--- config.mk ---
export PLATFORM = sky130hd
export DESIGN_NAME = servo_cmd_shaper
export DESIGN_NICKNAME = d
export VERILOG_FILES = /design/src/rtl/servo_cmd_shaper.sv
export SDC_FILE = /design/constraint.sdc
export NUM_CORES = 1
export LEC_CHECK = 0
export CORE_UTILIZATION = 55
export CTS_CLUSTER_DIAMETER = 200
export CTS_CLUSTER_SIZE = 30
export DETAILED_ROUTE_END_ITERATION = 16
export DONT_BUFFER_PORTS = 1
export GPL_TIMING_DRIVEN = 1
export HOLD_SLACK_MARGIN = 0.15
export PLACE_DENSITY = 0.77
export SLEW_MARGIN = 20
export SYNTH_ARGS = -nofsm -noshare
export SYNTH_HDL_FRONTEND = slang
export SYNTH_SLANG_ARGS = --single-unit
export TNS_END_PERCENT = 10
--- constraint.sdc ---
create_clock -name clk -period 3.4 [get_ports clk]
set_input_delay 0.68 -clock clk [delete_from_list [all_inputs] [get_ports clk]]
set_output_delay 0.68 -clock clk [all_outputs]
set_load 0.02 [all_outputs]
--- src/rtl/servo_cmd_shaper.sv ---
// -----------------------------------------------------------------------------
// servo_cmd_shaper
//
// Turns the four raw slide switches into a clean, rate-limited duty command
// for the downstream servo PWM generator.
//
//   sw  --> 2-flop synchroniser --> debounce --> clamp --> target
//   target --> ramp FSM (IDLE / WAIT / STEP) --> duty (one LSB per interval)
//
// The servo never sees a jump: duty moves by exactly one LSB every
// RAMP_CYCLES+1 clocks toward the current target, and the direction is
// re-evaluated on every step, so it follows a target that moves mid-ramp
// without ever overshooting it.
//
// Ports
//   clk        in   1        system clock
//   rst        in   1        synchronous, active-high reset
//   sw         in   DUTY_W   raw asynchronous switch inputs
//   duty       out  DUTY_W   registered duty command to the PWM stage
//   duty_upd   out  1        1-cycle pulse aligned with each duty change
//   busy       out  1        1 while duty != target (ramp in progress)
//   dbg_state  out  2        ramp FSM state (0=IDLE, 1=WAIT, 2=STEP)
//   dbg_target out  DUTY_W   accepted, clamped target value
//
// Handshake: there is no valid/ready pair here. duty is a level that is
// always valid; duty_upd is a single-cycle strobe, high on exactly the cycles
// where duty holds a value different from the previous cycle. The consumer
// never back-pressures this block.
//
// DUTY_INIT must lie inside [DUTY_MIN, DUTY_MAX]; it is the only value duty
// can hold that did not pass through the clamp.
// -----------------------------------------------------------------------------
module servo_cmd_shaper #(
    parameter int DUTY_W      = 4,
    parameter int DEB_CYCLES  = 500000,
    parameter int RAMP_CYCLES = 5000000,
    parameter int DUTY_MIN    = 2,
    parameter int DUTY_MAX    = 12,
    parameter int DUTY_INIT   = 7
) (
    input  logic              clk,
    input  logic              rst,
    input  logic [DUTY_W-1:0] sw,
    output logic [DUTY_W-1:0] duty,
    output logic              duty_upd,
    output logic              busy,
    output logic [1:0]        dbg_state,
    output logic [DUTY_W-1:0] dbg_target
);

    // Counter widths: the debounce counter must be able to hold DEB_CYCLES
    // itself (it saturates there); the ramp counter only reaches
    // RAMP_CYCLES-1, but +1 keeps the width non-zero when RAMP_CYCLES is 1.
    localparam int DEB_W  = $clog2(DEB_CYCLES + 1);
    localparam int RAMP_W = $clog2(RAMP_CYCLES + 1);

    localparam logic [DEB_W-1:0]  DEB_MAX   = DEB_W'(DEB_CYCLES);
    localparam logic [DEB_W-1:0]  DEB_LAST  = DEB_W'(DEB_CYCLES - 1);
    localparam logic [RAMP_W-1:0] RAMP_LAST = RAMP_W'(RAMP_CYCLES - 1);

    localparam logic [DUTY_W-1:0] DUTY_MIN_V  = DUTY_W'(DUTY_MIN);
    localparam logic [DUTY_W-1:0] DUTY_MAX_V  = DUTY_W'(DUTY_MAX);
    localparam logic [DUTY_W-1:0] DUTY_INIT_V = DUTY_W'(DUTY_INIT);

    typedef enum logic [1:0] {
        S_IDLE = 2'd0,
        S_WAIT = 2'd1,
        S_STEP = 2'd2
    } state_t;

    // Unsigned clamp into the safe servo range.
    function automatic logic [DUTY_W-1:0] clamp(input logic [DUTY_W-1:0] x);
        logic [DUTY_W-1:0] r;
        if (x < DUTY_MIN_V) begin
            r = DUTY_MIN_V;
        end else if (x > DUTY_MAX_V) begin
            r = DUTY_MAX_V;
        end else begin
            r = x;
        end
        return r;
    endfunction

    // ------------------------------------------------------------------
    // State registers
    // ------------------------------------------------------------------
    logic [DUTY_W-1:0] sw_meta_q;
    logic [DUTY_W-1:0] sw_s_q;
    logic [DUTY_W-1:0] cand_q,    cand_d;
    logic [DEB_W-1:0]  deb_cnt_q, deb_cnt_d;
    logic [DUTY_W-1:0] target_q,  target_d;

    state_t            state_q,    state_d;
    logic [RAMP_W-1:0] ramp_cnt_q, ramp_cnt_d;
    logic [DUTY_W-1:0] duty_q,     duty_d;
    logic              duty_upd_q, duty_upd_d;
    logic              busy_q,     busy_d;

    // ------------------------------------------------------------------
    // Debounce: a synchronised value becomes the target only after it has
    // been seen unchanged for DEB_CYCLES consecutive edges. The counter then
    // parks at DEB_CYCLES so the same value is not reloaded every cycle.
    // The first acceptance after reset happens even when the value equals
    // DUTY_INIT, because the synchroniser and candidate start at zero.
    // ------------------------------------------------------------------
    always_comb begin
        cand_d    = cand_q;
        deb_cnt_d = deb_cnt_q;
        target_d  = target_q;
        if (sw_s_q != cand_q) begin
            cand_d    = sw_s_q;
            deb_cnt_d = '0;
        end else if (deb_cnt_q < DEB_MAX) begin
            deb_cnt_d = deb_cnt_q + DEB_W'(1);
            if (deb_cnt_q == DEB_LAST) begin
                target_d = clamp(cand_q);
            end
        end
    end

    // ------------------------------------------------------------------
    // Ramp FSM next-state. All decisions look at the registered target and
    // duty; a target loaded on the same edge is seen one cycle later.
    // ------------------------------------------------------------------
    always_comb begin
        state_d    = state_q;
        ramp_cnt_d = ramp_cnt_q;
        duty_d     = duty_q;
        duty_upd_d = 1'b0;
        case (state_q)
            S_IDLE: begin
                if (target_q != duty_q) begin
                    state_d    = S_WAIT;
                    ramp_cnt_d = '0;
                end
            end
            S_WAIT: begin
                if (target_q == duty_q) begin
                    // Target moved back onto duty while waiting: abandon.
                    state_d = S_IDLE;
                end else if (ramp_cnt_q == RAMP_LAST) begin
                    state_d = S_STEP;
                end else begin
                    ramp_cnt_d = ramp_cnt_q + RAMP_W'(1);
                end
            end
            S_STEP: begin
                // Direction is taken from the target as it stands now. If the
                // target landed exactly on duty in the meantime, no step is
                // taken, which is what prevents overshoot. Because duty only
                // moves toward an in-range target, +1/-1 can never wrap.
                if (target_q > duty_q) begin
                    duty_d     = duty_q + DUTY_W'(1);
                    duty_upd_d = 1'b1;
                end else if (target_q < duty_q) begin
                    duty_d     = duty_q - DUTY_W'(1);
                    duty_upd_d = 1'b1;
                end
                state_d    = S_WAIT;
                ramp_cnt_d = '0;
            end
            default: begin
                state_d    = S_IDLE;
                ramp_cnt_d = '0;
            end
        endcase
    end

    // busy is registered from next-state values so it is coherent with the
    // duty and target that become visible on the same edge.
    always_comb begin
        busy_d = (duty_d != target_d);
    end

    // ------------------------------------------------------------------
    // Single sequential block: reset wins over every other update,
    // including a step that would otherwise happen on the same edge.
    // ------------------------------------------------------------------
    always_ff @(posedge clk) begin
        if (rst) begin
            sw_meta_q  <= '0;
            sw_s_q     <= '0;
            cand_q     <= '0;
            deb_cnt_q  <= '0;
            target_q   <= DUTY_INIT_V;
            state_q    <= S_IDLE;
            ramp_cnt_q <= '0;
            duty_q     <= DUTY_INIT_V;
            duty_upd_q <= 1'b0;
            busy_q     <= 1'b0;
        end else begin
            // Plain two-flop synchroniser, nothing between the stages.
            sw_meta_q  <= sw;
            sw_s_q     <= sw_meta_q;
            cand_q     <= cand_d;
            deb_cnt_q  <= deb_cnt_d;
            target_q   <= target_d;
            state_q    <= state_d;
            ramp_cnt_q <= ramp_cnt_d;
            duty_q     <= duty_d;
            duty_upd_q <= duty_upd_d;
            busy_q     <= busy_d;
        end
    end

    assign duty       = duty_q;
    assign duty_upd   = duty_upd_q;
    assign busy       = busy_q;
    assign dbg_state  = state_q;
    assign dbg_target = target_q;

endmodule

==> impl_summary.md, run 1 <==
Outcome
The flow ran to the end, and the final reports show no timing, DRC or antenna violations.

Clocking
Once the clock tree was built, the setup fixing pass inserted 0 buffers. The clock tree from TritonCTS is built. The post-cts hold buffer count is 0.

Clock tree synthesis found a total of 66 sinks. The clock reaches the later pin of the worst-skew pair after 350 ps. The clock passes through at most 2 buffers. The clock transition time at the flip-flop clock pins of the worst setup and hold paths is 80 ps. The root buffer selected by CTS is clkbuf_8. The number of clock buffers inserted by TritonCTS is 9. The count of H-tree levels built during CTS is 3. The number of gates resized after CTS is 0.

Worst setup path
Along the worst path, the maximum fanout reaches 6. The arrival time reported for the critical path endpoint is 2560 ps. The kind of end point of the critical path is a flip-flop. The source of the worst register-to-register timing path is duty[1]. Data on the critical path is required at its endpoint by 3620 ps. The critical path is of the reg -> reg type. The critical path launch point type is a flip-flop. The beginning of the critical path is duty[1].

Floorplanning
The die is 76.4 um wide. The floorplan has 26 rows. The core region is 5200 um^2. Once the floorplan was initialized, standard cells occupied 58.4% of the core. In this run the vertical extent of the chip is 76.4 um.

The die outline area is 5830 um^2. For this design the top-level I/O count stands at 18.

Synth
The number of flops mapped to enable cells by yosys is 0. The synthesized net count is 360. The post-synthesis cell type with the largest combined area is dfxtp_1. Of the post-synthesis cell area, the dominant cell type holds 43.4%.

In this run the cell area of the synthesized design comes to 3040 um^2. The number of warnings printed during yosys synthesis is 0. The flop and latch count out of synthesis is 66. Ranked by total cell area, the synthesized netlist is headed by dfxtp_1 (43%), xor2_1 (9.2%), nor2_1 (6.8%).

The mean instance size in the synthesized netlist is 8.79 um^2. The distinct cell type count after synthesis is 40. In the synthesized netlist the dominant register cell turns out to be dfxtp_1. In the synthesized netlist the async set-or-reset flop fraction comes to 0%. Sequential cells were found to cover 43.4% of the synthesized design area. The synthesized instance count is 346.

Global route
Entering global routing, the biggest net connects 29 pins. The number of global-route vias before repair is 2254. The overall fraction of global-route tracks in use is 21.0%. The number of antenna violations at the first check in global routing came to 0.

The first global-routing pass estimated 9740 um of wire. The total overflow left after global routing is 0.

Drt
The final wirelength is 5520 um. The count of routing violations after the opening detailed-route iteration is 102. The vias per cell is 5.42. The residual antenna-violating net count after detailed routing is 0. Dividing the detail-routed wire length by the instance count gives 12.9 um. The final route contains 2318 vias. The first-pass detailed-route iteration total is 5. The residual DRC count is 0.

Layout
The fraction of final layout cells with drive strength greater than 1 is 9.22%. The filler cells instantiated in the layout total 438. The number of nets in the finished design is 367.

The post-synthesis to final-layout area growth is 8.47%. The finished layout cell area is 3300 um^2. Once layout is complete, the cells apart from fillers number 428. The repair_antennas step left the layout with diodes totalling 0.

STA
The max-slew violation total from the final report was 0. The worst path in the final design needs a cycle of 2340 ps, including I/O delays and setup. Once routing completed, OpenROAD measured the worst setup slack at 1060 ps. Setup repair after global routing left no endpoint under its margin.

Setup violations remaining at the end of the flow were counted as 0. Timing would allow up to 427 MHz. In this run the tightest slew margin relative to its limit is 52.2%. The clock tree skew after final layout is 8.25 ps.

The measured slew at the worst slew-check pin is 717 ps. The total negative setup slack is 0 ps. The number of endpoints with negative hold slack in the final report was 0. Dividing the final minimum period by the clock period gives 68.9%.

Pwr
The worst-case IR drop observed on VDD is 0.000293 V. For this design the static power due to leakage is 1.20 nW. The power density over the cells is 452 nW/um^2.

Placement
During placement, the flow inserted port buffers numbering 0. The final weighted congestion of routability-driven global placement is 0.833. After legalization and detailed placement, the total HPWL measured 3860 um.

The placed instances occupy a cell area of 3120 um^2. After detailed placement, the design holds a cell count of 412. Prior to clock tree synthesis, the placed netlist has a worst setup slack of 1120 ps.

Worst hold path
The hold path startpoint is rst. The worst hold path class is in -> reg.

Flow run
The number of max-cap violations is 0.
metal layers:
layer,global-route usage (%),part of all wire (%),vias up
met3,7.78,3.6,7
met4,6.92,1.1,0
met1,25.9,48,1090
met5,0,0,-
met2,33.7,47,39
li1,-,-,1182
stage by stage:
stage                     util, %  hold slack (ps)  power, mW
final                        63.4              390       1.49
after global routing         63.4              372       1.55
after CTS                    63.4              383       1.51
after detailed placement     60.0              425      0.919
after global placement       60.0              418      0.916
after floorplan                 -              414      0.903
worst max-delay path: stages, from the launching register on:
cell,delay (ps)
dfxtp_1,520
inv_1,150
ha_1,350
nand4_1,180
nand2_1,90
nor4_1,260
mux2i_1,150
xnor2_1,240
xnor2_1,150
a41oi_1,130
cells in the mapped netlist (2+ instances only):
cell type,number
dfxtp_1,66
nor2_1,55
xor2_1,32
nand2_1,29
nand3_1,17
nor2b_1,14
a21oi_1,13
xnor2_1,13
inv_1,12
nand4_1,12
ha_1,8
clkbuf_1,7
nand2b_1,7
o21ai_0,7
and3_1,6
nor3_1,5
mux2i_1,4
nor4_2,4
or3_1,4
nor4_1,3
nor4b_1,3
or2_2,3
nand3_4,2
nor4bb_1,2
o21a_1,2
o21ai_1,2
placed cells by master (no fill, tap or decap), types with 2 or more instances in the layout:
cell        synthesis  routed
xnor2_1            13      13
or3_1               4       4
nor4_1              3       3
clkbuf_8            0       9
buf_4               0       4
nand4_1            12      12
nor2_1             55      55
nand2_1            29      29
and3_1              6       6
nand3_1            17      17
a21oi_1            13      13
nand3_4             2       2
inv_6               0       2
nor4bb_1            2       2
clkinvlp_4          0       3
or2_2               3       3
xor2_1             32      32
nand2b_1            7       7
ha_1                8       8
nor4b_1             3       3
o21a_1              2       2
inv_1              12      12
o21ai_0             7       6
o21ai_1             2       3
mux2i_1             4       4
nor2b_1            14      14
nor3_1              5       5
nor4_2              4       4
dfxtp_1            66      66
report_power, final:
| part | switching, mW | internal (mW) | leakage (nW) |
|---|---|---|---|
| Clock | 0.321 | 0.268 | 0.0822 |
| Sequential | 0.0202 | 0.787 | 0.534 |
| Combinational | 0.0583 | 0.0366 | 0.580 |
worst paths after layout:
| path | end | slack, ps | depth (start not counted) |
|---|---|---|---|
| worst max-delay path | busy | 1060 | 9 |
| worst min register to register | sw_s_q[2] | 440 | 1 |
| worst max register to register | busy | 1060 | 9 |
| worst min-delay path | cand_q[3] | 390 | 1 |
final cells by class:
cell class              instances  area [um^2]  share of cell area (%)
clock inverters                 7         53.8                    1.63
flip-flops and latches         66         1320                    40.0
repair buffers                  4         30.0                   0.910
multi-input cells             260         1640                    49.6
inverters                      12         45.0                    1.37
well taps                      70         87.6                    2.65
clock buffers                   9          124                    3.75
sequential cells by signal, summed over array words and instances, names as in the netlist:
name and cells:
cand_q 4, duty_upd 1, dbg_target 4, sw_meta_q 4, busy 1, ramp_cnt_q 23, deb_cnt_q 19, dbg_state 2
duty 4, sw_s_q 4
cell families (layout without fill, tap and decap cells):
group                      after synthesis  count (layout)  synth area share, %
AOI/OAI and AO/OA                       31              31                 5.96
xor gates and xnor gates                45              45                 13.0
adders and majority gates                9               9                 3.62
buffers and inverters                   20              32                 2.71
DFF                                     66              66                 43.4
muxes                                    4               4                 1.32
and+or+nand+nor                        171             171                 30.0
No activity file was read; power rests on OpenSTA's default activity.
==> run 2, diff against run 1 <==
clock period = 2.25 ns   (was 3.4 ns; I/O delays follow)
==> run 2 against run 1 <==
Total power up 66%. Clock skew up 4.9 ps. Sequential power up 50%. Critical endpoint unchanged. Hold slack worse by 220 ps. Combinational power up 100%. Via count up 2.1%. Register-to-register slack worse by 950 ps.
==> impl_summary.md, run 2 (synthesis gave the netlist of run 1 again) <==
Outcome
The run finished with clean final reports.

Global route
Entering global routing, the biggest net connects 29 pins. The residual overflow from global routing is 0. The number of antenna violations at the first check in global routing is 0.

The number of global-route vias before repair is 2330. The first-pass GRT wire length is 10300 um. The overall fraction of global-route tracks in use is 21.9%.

Pwr
The share of total power dissipated in sequential elements is 48.9%. The part of the total power dissipated in combinational logic is 7.7%. In this run the static leakage power is 1.30 nW. The maximum VDD drop is 0.000540 V. The switching part of the total power is 23.9%. Of the total power, the clock network draws 43.4%. After layout, the design draws a total of 2.48 mW. The power density over the cells is 704 nW/um^2. The net load switching power is 592 uW. The internal power is 1.88 mW.

Clocking
The number of clock buffers inserted by TritonCTS is 9. The total clock sinks is 66. After clock tree synthesis, the clock-pin slew on the worst setup and hold paths is 80 ps. The clock tree buffer depth is 2. The source-to-sink clock delay at the later pin of the worst-skew pair is 340 ps. The count of H-tree levels built during CTS is 3. The post-CTS setup buffer count is 0.

TritonCTS built the clock tree. The root buffer selected by CTS is clkbuf_8.

Floorplanning
The number of placement rows is 26. The die outline area is 5830 um^2. 18 I/O pins were placed. The overall die height is 76.4 um. The die is 76.4 um wide. The initial utilization of the core area, before any placement, comes to 58.4%. The core footprint is 5200 um^2.

Drt
Detailed routing inserted a total of 2366 vias. The total length of routed met2 wires is 2930 um. In the final routing, the length of wire on met1 measures 2780 um. The vias per cell is 5.35. After detailed routing, the number of remaining DRC violations is 0. The final wirelength is 5960 um. Once detail routing completed, the nets flagged for antenna violations numbered 0. After detailed routing, the average wire length per cell comes to 13.5 um.

The routed length on met3 is 218 um. The highest signal layer in the routed design is met4. The detailed router finished its first iteration with 126 violations. The first-pass detailed-route iteration total is 4.

Placement
Input and output buffers added on the ports amount to 0. Once placement finished, the instance area stood at 3240 um^2. The total placed cells including tap cells is 426. The final weighted congestion of routability-driven global placement is 0.826. The detailed placer's ending HPWL is 4040 um.

Worst hold path
The number of stages on the worst hold path is 1. The worst hold path terminates at ramp_cnt_q[0]. The worst hold path class is in -> reg. The hold path startpoint is rst.

Layout
After routing the design area is 3520 um^2. Leaving out filler cells and counting taps, the final layout contains 442. Counting flops per register, the top entry is ramp_cnt_q. The commonest non-fill, non-tap cell in the layout is dfxtp_1. The number of antenna cells inserted is 0. The number of nets in the finished design is 382.

The area growth from synthesis to layout is 15.6%. The number of fill cells in the layout is 401. The number of flip-flops under the largest register name is 23.

The largest registers in the layout are ramp_cnt_q x23, deb_cnt_q x19. In the layout the commonest cells are dfxtp_1 (66), nor2_1 (55), xor2_1 (32). Of the cells placed in the final design, the portion with a size suffix greater than 1 is 13.4%.

STA
Measured against its own limit, the worst slew margin works out to 63.6%. Subtracting the final worst setup slack from the clock period gives 2150 ps. The timing-limited maximum frequency is 466 MHz. On the final layout, the worst hold slack is 174 ps. Of the available clock period, the critical path in the final layout requires 95.4%. Summed over all failing endpoints, the final setup total negative slack is 0 ps.

At the pin with the least slew margin, the transition time is 541 ps. Setup repair after global routing could not meet its margin everywhere. The clock tree skew after final layout is 13.2 ps. The max-slew violation total from the final report is 0. The total setup violations reported at the end of the flow is 0.

The number of endpoints with negative hold slack in the final report came to 0.

Worst setup path
The number of cells on the worst reg-to-reg path is 10. The kind of end point of the critical path is a flip-flop. For the worst setup path, the data required time is 2450 ps. Along the worst path, the maximum fanout reaches 3. STA classifies the critical path startpoint as a flip-flop. Data arrives at the worst endpoint at 2350 ps. The critical path is of the reg -> reg type. In this run the critical register-to-register path is launched from duty[3]. The destination of the worst register-to-register timing path is busy.

Setup slack on the worst reg-to-reg path comes out at 100 ps.

Flow run
Across the run, the number of max-cap violations was 0.
==> run 2: cell types whose count changed in the layout (fill, tap and decap cells not counted), sizes merged <==
cell / before / now
nor4: 7 / 8
clkinvlp: 3 / 2
buf: 4 / 18
inv: 14 / 12
bufinv: 0 / 2
==> run 2: per-layer routing <==
layer	vias to the layer above	GRT usage, %
li1	1213	-
met1	1105	26.6
met5	-	0
met4	0	7.50
met3	5	5.15
met2	43	37.9
==> run 2: worst max-delay path by stage <==
| stage | start | endpoint |
|---|---|---|
| finish | duty[3] | busy |
| detailed placement | duty[3] | ramp_cnt_q[17] |
| global placement | deb_cnt_q[9] | deb_cnt_q[16] |
| CTS | deb_cnt_q[9] | deb_cnt_q[16] |
| global route | duty[3] | busy |
| floorplan | duty[1] | ramp_cnt_q[17] |
==> run 2: layout make-up <==
| class | instances | area (um^2) | share of cell area (%) |
|---|---|---|---|
| Tap cell | 70 | 87.6 | 2.49 |
| Sequential cell | 66 | 1320 | 37.6 |
| Timing Repair Buffer | 18 | 135 | 3.84 |
| Clock buffer | 9 | 124 | 3.52 |
| Clock inverter | 6 | 92.6 | 2.63 |
| Inverter | 12 | 45.0 | 1.28 |
| Multi-Input combinational cell | 261 | 1710 | 48.6 |
==> run 2: timing repair <==
item / CTS / global route
cloned: 0 / 1
gates resized for setup: 1 / 7
hold buffers: 0 / 0
setup endpoints to repair: 2 / 21
pin swaps: 0 / 2
==> run 2: critical path, cell delays in order, from the launching register on <==
cell and delay [ps]:
dfxtp_1 340, inv_1 90, ha_1 340, nand4_1 130, buf_4 160, nand2_1 80, a21oi_1 80, a22oi_1 150
a21boi_1 330, xor2_1 180, a41oi_1 130
==> run 2: metrics by stage <==
step | utilization, % | setup WS [ps]
after global placement | 62.2 | 76.3
after detailed placement | 62.2 | -8.59
final | 67.5 | 103
after CTS | 66.5 | 53.8
after floorplan | - | -27.7
after global routing | 67.5 | -16.1
==> run 2: power groups by stage <==
stage | combinational (mW) | sequential [mW] | clock (mW)
after floorplan | 0.124 | 1.24 | 0
after global placement | 0.171 | 1.24 | 0
after detailed placement | 0.179 | 1.24 | 0
after CTS | 0.182 | 1.21 | 1.10
after global routing | 0.207 | 1.21 | 1.15
final | 0.190 | 1.21 | 1.07
==> run 3, diff against run 2 <==
clock period = 2 ns   (was 2.25 ns; I/O delays follow)
==> run 3 against run 2 <==
The run now ends with negative setup slack left. Setup slack worse by 160 ps. Clock skew down 3.0 ps. Sequential power up 12%. Hold slack better by 8.0 ps.
==> impl_summary.md, run 3 (synthesis gave the netlist of run 1 again) <==
Placement
After detailed placement, the design holds a cell count of 444. After legalization and detailed placement, the total HPWL measured 4180 um. The final weighted congestion of routability-driven global placement is 0.784. In this run the tool buffered the top-level ports with 0 buffer cells. The placement-stage cell area is 3400 um^2.

Worst setup path
The number of buffers and inverters on the critical path is 1. The largest incremental delay on the critical path is 550 ps. The critical path in this run is classified as reg -> reg. The signal on the critical path passes through or4_4, o21a_1, o21ai_4, buf_6, nand3_4, or3_4, a21oi_2. In this run the worst path has a maximum fanout of 4. The worst setup path is captured at a flip-flop.

STA classifies the critical path startpoint as a flip-flop. The largest individual stage delay along the critical path comes from the cell or4_4. The cell family contributing the most delay on the critical path is simple AND/OR/NAND/NOR gates. Data on the critical path arrives at its endpoint at 2330 ps. Data on the critical path is required at its endpoint by 2270 ps.

Floorplanning
The total I/O pin count is 18. The overall die height is 76.4 um. The die is 76.4 um wide. The effective utilization at floorplan is 58.4%.

The core footprint is 5200 um^2. The number of placement rows is 26. The die covers 5830 um^2.

Layout
The largest registers in the layout are ramp_cnt_q x23, deb_cnt_q x19. The register with the most flip-flops in the layout has 23 of them. The number of antenna cells inserted is 0. Of the cells placed in the final design, the portion with a size suffix greater than 1 is 28.2%.

ramp_cnt_q holds more flip-flops than any other register. The count of non-filler cells in the finished layout is 478. The finished layout cell area is 4000 um^2. The area growth from synthesis to layout is 31.5%.

The library cells used most frequently in the layout, excluding fill and tap cells, are dfxtp_1 (57), nor2_1 (51), buf_4 (40). The commonest non-fill, non-tap cell in the layout is dfxtp_1. After the last flow step, the layout net total stands at 417.

Clocking
The count of H-tree levels built during CTS is 3. The number of clock buffers inserted by TritonCTS is 9. The clock reaches the later pin of the worst-skew pair after 340 ps.

The clock tree buffer depth is 2. The clock drives 66 sinks. TritonCTS built the clock tree.

The cell sitting at the root of the clock tree is a clkbuf_8. The clock transition time at the flip-flop clock pins of the worst setup and hold paths is 70 ps.

Flow run
Across the run, the number of max-cap violations was 0.

Drt
The detailed-route wire length per cell is 14.3 um. The count of nets left with antenna violations once routing finished came out at 0. After detailed routing, the number of remaining DRC violations is 0. The final layout contains routed wiring with a total length of 6820 um. In this run, the number of DRC markers left after iteration 0 of detailed routing was 96.

The total vias in the final route is 2604. The vias per cell is 5.45. For this run, the detailed router's first-pass iteration total came to 5.

Outcome
The final reports fail on negative setup slack. The run finished, with violations left.

Pwr
Combinational logic is responsible for 8.9% of the overall power. The fraction of power consumed by the clock network is 45.2%. Summed over all cells, the static leakage comes to 1.53 nW.

The power density over the cells is 743 nW/um^2. The internal portion of the total power is 2.28 mW. The maximum VDD drop is 0.000608 V.

The net load switching power is 690 uW. The proportion of power drawn by flip-flops and latches is 45.9%. The switching part of the total power is 23.2%.

Global route
The first global-routing pass estimated 11700 um of wire. Across every metal layer, demand over resource in global routing totals 25.1%. The pin count of the biggest net entering global routing is 22. The number of global-route vias before repair is 2599. The number of antenna violations at the first check in global routing came to 0.

Summed over all layers, the global routing overflow is 0.

STA
The number of endpoints with negative hold slack in the final report is 0. Setup violations remaining at the end of the flow were counted as 7. The measured slew at the worst slew-check pin is 594 ps.

Of the available clock period, the critical path in the final layout requires 103%. The clock tree skew after final layout is 10.2 ps. The smallest clock period supported by the final layout is computed as 2060 ps. Adding up every negative setup slack in the final design gives -220 ps. The worst pin sits at a relative slew slack of 60.3%. Setup repair after global routing could not meet its margin everywhere. Setup slack on the critical path of the routed design comes to -58.0 ps. The max-slew violation total from the final report came to 0. The timing-limited maximum frequency is 486 MHz.

Worst hold path
The tightest min-delay check is of the in -> reg type.
==> run 3: cell count changes in the layout (fill, tap and decap cells not counted), sizes merged <==
cell | before | now
clkinv | 2 | 1
nor4 | 8 | 7
dlygate4sd3 | 0 | 10
buf | 18 | 44
bufinv | 2 | 3
clkinvlp | 2 | 3
==> run 3: final cells by class <==
| type | instances | area, um^2 |
|---|---|---|
| sequential | 66 | 1340 |
| clock buffer | 9 | 124 |
| fill | 317 | 1200 |
| tap | 70 | 87.6 |
| clock inverter | 7 | 118 |
| timing repair buffer | 54 | 445 |
| inverter | 12 | 45.0 |
| multi-input combinational | 260 | 1850 |
==> run 3: what timing repair did <==
action                                  CTS  global route
endpoints found under the hold margin    25             0
endpoints found under the setup margin   24            37
hold buffers                             10             0
gates resized for setup                   7            39
buffers inserted                          3             7
pin swaps                                 3            18
==> run 3: worst paths after layout <==
check,from,to,slack (ps),cells past startpoint
hold reg to reg,sw_s_q[0],cand_q[0],490,1
setup / recovery,deb_cnt_q[10],deb_cnt_q[16],-60,7
hold / removal,rst,duty[0],180,1
setup reg to reg,deb_cnt_q[10],deb_cnt_q[16],-60,7
==> run 3: per-layer routing <==
layer  track usage (%)  routed length [um]  vias up
li1                  -                   -     1289
met1              30.4                3040     1259
met2              42.4                3460       44
met3              7.43                 219       12
met4              8.46                 102        0
met5                 0                   0        -
==> run 3: worst register-to-register path: stages, from the launching register on <==
cell	delay (ps)
dfxtp_2	320
or4_4	550
o21a_1	230
o21ai_4	210
buf_6	140
nand3_4	80
or3_4	340
a21oi_2	120
==> run 3: metrics by stage <==
step	power, mW	setup WS [ps]	hold slack, ps	utilization [%]
6_report	2.97	-58.0	182	76.9
5_1_grt	3.08	-173	168	76.9
4_1_cts	2.98	-30.9	162	72.9
3_5_place_dp	1.62	-123	427	65.3
3_3_place_gp	1.61	-12.6	418	65.3
2_1_floorplan	1.54	18.1	414	-
==> run 3: power by group through the flow <==
| stage | clock (mW) | sequential, mW | combinational (mW) |
|---|---|---|---|
| 3_3_place_gp | 0 | 1.39 | 0.220 |
| 3_5_place_dp | 0 | 1.39 | 0.229 |
| 6_report | 1.34 | 1.36 | 0.265 |
| 4_1_cts | 1.37 | 1.36 | 0.253 |
| 2_1_floorplan | 0 | 1.40 | 0.143 |
| 5_1_grt | 1.43 | 1.37 | 0.286 |
